$ cat src/rtl/stopwatch_pkg.sv
// Shared types and helpers for the stopwatch controller and its BCD digit chain.
package stopwatch_pkg;

  typedef enum logic [1:0] {IDLE, RUN, PAUSE, LAP} state_t;

  localparam logic [3:0] BCD_MAX = 4'd9;

  // True when the lowest n BCD digits of v are all 9 (n at most 8).
  function automatic logic all_nines(input logic [31:0] v, input int unsigned n);
    logic r;
    r = 1'b1;
    for (int unsigned i = 0; i < 8; i++) begin
      if (i < n && v[4*i +: 4] != BCD_MAX) r = 1'b0;
    end
    return r;
  endfunction

endpackage

$ cat src/rtl/stopwatch_ctrl_bcd_digit.sv
// One mod-10 counter digit; carry marks the enabled 9->0 wrap for the next digit.
module bcd_digit
  import stopwatch_pkg::*;
(
  input  logic       clk,
  input  logic       reset,
  input  logic       clear,
  input  logic       enable,
  output logic [3:0] count,
  output logic       carry
);

  always_ff @(posedge clk) begin
    if (reset || clear) begin
      count <= '0;
    end else if (enable) begin
      count <= (count == BCD_MAX) ? 4'd0 : count + 4'd1;
    end
  end

  assign carry = enable && (count == BCD_MAX);

endmodule

$ cat src/rtl/stopwatch_ctrl.sv
// Stopwatch controller: button edge detection, run/pause/lap FSM, tick prescaler,
// cascaded BCD digits and a lap snapshot that is shown while counting continues.
module stopwatch_ctrl
  import stopwatch_pkg::*;
#(
  parameter int TICK_DIV   = 10,
  parameter int NUM_DIGITS = 4
) (
  input  logic                    clk,
  input  logic                    reset,
  input  logic                    start_stop,
  input  logic                    lap,
  input  logic                    clear,
  output logic                    run,
  output logic                    frozen,
  output logic [4*NUM_DIGITS-1:0] digits,
  output logic                    rollover
);

  localparam int PW = (TICK_DIV > 1) ? $clog2(TICK_DIV) : 1;
  localparam logic [PW-1:0] PRE_LAST = PW'(TICK_DIV - 1);

  state_t state, state_nx;
  logic   ss_q, lap_q, clr_q;
  logic   ev_ss, ev_lap, ev_clr;
  logic   counting, tick, zero_chain;
  logic [PW-1:0]             pre;
  logic [NUM_DIGITS-1:0]     carry;
  logic [4*NUM_DIGITS-1:0]   live, snap;

  assign ev_ss  = start_stop && !ss_q;
  assign ev_lap = lap && !lap_q;
  assign ev_clr = clear && !clr_q;

  always_ff @(posedge clk) begin
    if (reset) begin
      state <= IDLE;
      ss_q  <= 1'b0;
      lap_q <= 1'b0;
      clr_q <= 1'b0;
    end else begin
      state <= state_nx;
      ss_q  <= start_stop;
      lap_q <= lap;
      clr_q <= clear;
    end
  end

  // clear outranks start_stop, which outranks lap; clear only matters in IDLE/PAUSE.
  always_comb begin
    state_nx = state;
    case (state)
      IDLE:  if (!ev_clr && ev_ss) state_nx = RUN;
      RUN:   if (ev_ss) state_nx = PAUSE; else if (ev_lap) state_nx = LAP;
      LAP:   if (ev_ss) state_nx = PAUSE; else if (ev_lap) state_nx = RUN;
      PAUSE: if (ev_clr) state_nx = IDLE; else if (ev_ss) state_nx = RUN;
      default: state_nx = IDLE;
    endcase
  end

  always_comb begin
    run    = (state == RUN) || (state == LAP);
    frozen = (state == LAP);
    digits = (state == LAP) ? snap : live;
  end

  assign counting   = (state == RUN) || (state == LAP);
  assign tick       = counting && (pre == PRE_LAST);
  assign zero_chain = ev_clr && ((state == IDLE) || (state == PAUSE));

  always_ff @(posedge clk) begin
    if (reset || state == IDLE || zero_chain) begin
      pre <= '0;
    end else if (tick) begin
      pre <= '0;
    end else if (counting) begin
      pre <= pre + PW'(1);
    end
  end

  for (genvar g = 0; g < NUM_DIGITS; g++) begin : g_digit
    logic en;
    if (g == 0) begin : g_first
      assign en = tick;
    end else begin : g_rest
      assign en = carry[g-1];
    end
    bcd_digit u_digit (
      .clk    (clk),
      .reset  (reset),
      .clear  (zero_chain),
      .enable (en),
      .count  (live[4*g +: 4]),
      .carry  (carry[g])
    );
  end

  always_ff @(posedge clk) begin
    if (reset) begin
      snap     <= '0;
      rollover <= 1'b0;
    end else begin
      if (state == RUN && state_nx == LAP) snap <= live;
      rollover <= carry[NUM_DIGITS-1] && all_nines(32'(live), NUM_DIGITS);
    end
  end

endmodule

$ cat config.mk
export PLATFORM = sky130hd
export DESIGN_NAME = stopwatch_ctrl
export DESIGN_NICKNAME = d
export VERILOG_FILES = /design/src/rtl/stopwatch_pkg.sv /design/src/rtl/stopwatch_ctrl_bcd_digit.sv /design/src/rtl/stopwatch_ctrl.sv
export SDC_FILE = /design/constraint.sdc
export NUM_CORES = 1
export LEC_CHECK = 0
export CORE_UTILIZATION = 55
export DETAILED_ROUTE_END_ITERATION = 10
export DONT_BUFFER_PORTS = 1
export PLACE_DENSITY_LB_ADDON = 0.08
export SETUP_SLACK_MARGIN = 0.3
export SLEW_MARGIN = 5
export SYNTH_ARGS = -nofsm -noshare
export SYNTH_HDL_FRONTEND = slang
export SYNTH_HIERARCHICAL = 1
export SYNTH_SLANG_ARGS = --single-unit
$ cat constraint.sdc
create_clock -name clk -period 3.1 [get_ports clk]
set_input_delay 0.62 -clock clk [delete_from_list [all_inputs] [get_ports clk]]
set_output_delay 0.62 -clock clk [all_outputs]
set_load 0.005 [all_outputs]
==> summary.txt <==
Layout
  – Final Core Density: 0.625
  – Non-Filler Instances: 281
  – Commonest non-fill, non-tap cell in the layout: dfxtp_1
  – Number of antenna diodes: 0
  – Fraction of layout cells with a size suffix above 1: 0.227
  – Number of fill cells: 306
  – Sequential Area: around 840 um^2
  – Area grow syn2layout: 8.03%
  – Commonest cells after routing, fill and taps aside: dfxtp_1 (41), nand4_1 (18), a21oi_1 (18), mux2_2 (16), o31ai_1 (15)
  – Fin area: around 2300 um^2
  – Multi-input gate area: 1250 um^2
  – Final nets: between 200 and 250

Clocking
  – CTS tree: built
  – Clock Path Buffers: 2
  – Clock buffer count from CTS: 5
  – CTS Sinks: 42
  – H-tree depth: 2
  – Worst skew pair latency: 290 ps
  – Clock root cell: clkbuf_8
  – Reg clk slew, reported paths: around 80 ps

Global route
  – Global-route wire length before repair: a little over 8000 um
  – Vias in the first global route: between 1.5k and 2k
  – Met1 usage: 0.301
  – GR Overflow Total: 0
  – GRT busiest layer: met2
  – Met2 GRT Util: 0.437
  – Total global-route track usage: 0.249
  – Initial antenna violation count: 0
  – Largest net degree at the start of global routing: between 40 and 50
  – Met3 Track Usage GR: 0.0493

Setup path
  – CP Launch Type: register
  – Critical path, cell by cell: buf_4, nand2_1, mux2_2
  – Critical-path top delay cell: nand2_1
  – R2R depth: 12
  – Crit end category: output pin
  – Worst r2r src: pre[1]
  – Worst Path Arrival: 1970 ps
  – Internal reg-to-reg setup slack: between 500 and 600 ps
  – Critical path buffer and inverter count: 1
  – Critical path required time: around 2500 ps
  – Largest stage delay on the critical path: ~550 ps
  – CP max FO: 29
  – Kind of critical path: reg2out
  – Top Family by Delay on Critical Path: simple AND/OR/NAND/NOR gates
  – CP Depth: 3
  – FF-to-FF End: g_digit[3].u_digit/count[1]

STA
  – Clock Skews: roughly 6.9 ps
  – Final setup vio count: 0
  – Max transition margin: 0.466
  – Final worst setup slack: just over 500 ps
  – Final period utilization: 0.836
  – Final hold violations: 0
  – Worst-margin pin slew: ~800 ps
  – Min cycle time layout: around 2600 ps
  – RSZ-0062 raised after global routing: no
  – Achievable Freq: about 390 MHz
  – Setup_tns: 0 ps
  – Slew Limit Fails: 0

Detailed routing
  – Via Count: approximately 1.8k
  – # DRC: 0
  – WL/cell: roughly 18 um
  – Routed Antenna Nets: 0
  – First-pass DRT Iterations: 4
  – Drt via density: approximately 6.5
  – Total Wirelength: 4980 um
  – Initial DRC count: 150

Placement
  – Final GP Congestion: 0.768
  – Dpl cells: 270
  – IO Port Bufs: 0
  – Placed Area: 2190 um^2
  – Dpl hpwl: 3250 um
  – Placement Setup Slack: around 210 ps

Yosys
  – Synth unique cells: 39
  – FFs w/ async S/R, synth: 0
  – Register bit total from synthesis: between 40 and 50
  – Mean Syn Cell Area: about 9 um^2
  – Mapped Cells: roughly 230
  – Synthesized area: between 2000 and 2500 um^2
  – Post-synth EDFFs: 0
  – Yosys warns: 6
  – Sequential share of the synthesized area: 0.391
  – Synth Net Count: 240
  – Main synth FF type: dfxtp_1

Hold path
  – Hold depth: 1
  – Critical hold path startpoint: reset
  – Hold Crit Endpoint: g_digit[3].u_digit/count[1]
  – HP Class: in2reg

Floorplanning
  – Core Rows: 22
  – Die area: ~4200 um^2
  – Die width: roughly 65 um
  – Starting Density: 0.579
  – Core footprint: 3720 um^2
  – Die H: ~65 um
  – I/O pins: 24

Pwr
  – P_leak: 0.756 nW
  – Power per cell area: 415 nW/um^2
  – Maximum vdd drop: 399 uV

Status
  – Status: completed

Run
  – Max-cap violations: 0
-- area by class of cell --
class / count / area share
sequential: 42 / 0.362
clock buffer: 7 / 0.0372
timing repair buffer: 8 / 0.0258
inverter: 4 / 0.00646
clock inverter: 1 / 0.00215
tap: 48 / 0.0258
multi-input combinational: 171 / 0.540
-- worst max path at each step --
| stage | slack, ps | end | start |
|---|---|---|---|
| 4_1_cts | 310 | g_digit[3].u_digit/count[1] | pre[0] |
| 3_3_place_gp | 360 | g_digit[3].u_digit/count[1] | pre[0] |
| 3_5_place_dp | 210 | g_digit[3].u_digit/count[1] | pre[0] |
| 2_1_floorplan | 410 | g_digit[3].u_digit/count[1] | pre[0] |
| 5_1_grt | 320 | g_digit[3].u_digit/count[1] | pre[1] |
| 6_report | 510 | digits[1] | state[0] |
-- power by group --
group	internal (mW)	total (mW)	switching, mW
Sequential	0.543	0.545	0.00253
Clock	0.180	0.360	0.181
Combinational	0.0126	0.0576	0.0450
-- per-layer routing --
layer | vias to the layer above | share of wire
met5 | - | 0
met4 | 0 | 0.0096
met3 | 7 | 0.054
met2 | 58 | 0.50
met1 | 889 | 0.44
li1 | 871 | -
-- flip-flops by register name, summed over array words and instances, names as in the netlist --
name,flops
rollover,1
snap,16
state,2
g_digit.u_digit/count,16
pre,4
ss_q,1
clr_q,1
lap_q,1
-- worst reg2reg max path, delay by kind of cell (launching register included) --
family                     cells  cell delay [ps]
and+or+nand+nor                9             1780
DFF                            1              350
AOI/OAI and AO/OA              1              170
adders and majority gates      1              150
buffers and inverters          1               70
-- repair_timing --
item                       CTS  global route
buffers inserted             0             3
setup endpoints to repair    3             4
resized for setup            2             2
pin swaps                    0             3
gates cloned                 0             0
hold buffers                 0             0
-- Yosys cell counts, types with 3 or more instances --
cell | number | area share
nand2_1 | 10 | 0.017
a211oi_2 | 4 | 0.023
buf_2 | 5 | 0.012
nor3_1 | 9 | 0.021
nor4_1 | 3 | 0.0087
xor2_1 | 5 | 0.020
dfxtp_1 | 42 | 0.39
and4b_2 | 4 | 0.021
a21oi_1 | 18 | 0.042
nor2b_1 | 9 | 0.026
mux2_2 | 16 | 0.084
nor3b_1 | 4 | 0.014
or3_1 | 4 | 0.012
o21ai_0 | 12 | 0.028
buf_1 | 3 | 0.0052
nand4_1 | 18 | 0.052
nand3_1 | 5 | 0.012
inv_1 | 3 | 0.0052
nand2_2 | 4 | 0.012
a211oi_1 | 5 | 0.017
xnor2_1 | 5 | 0.020
nor2b_2 | 4 | 0.016
clkbuf_1 | 7 | 0.012
o31ai_1 | 15 | 0.052
-- kinds of logic after synthesis --
| kind of cell | Yosys count | share of synthesized area |
|---|---|---|
| AOI/OAI and AO/OA | 58 | 0.179 |
| adders and majority gates | 2 | 0.0116 |
| xor gates and xnor gates | 10 | 0.0407 |
| muxes | 16 | 0.0838 |
| DFF | 42 | 0.391 |
| and+or+nand+nor | 85 | 0.253 |
| buffers and inverters | 20 | 0.0413 |
-- stage by stage --
step,power [mW],hold WS (ps)
2_1_floorplan,0.607,446
3_3_place_gp,0.613,446
3_5_place_dp,0.614,455
4_1_cts,0.971,377
5_1_grt,1.00,373
6_report,0.963,381
No activity file was read; power rests on OpenSTA's default activity.
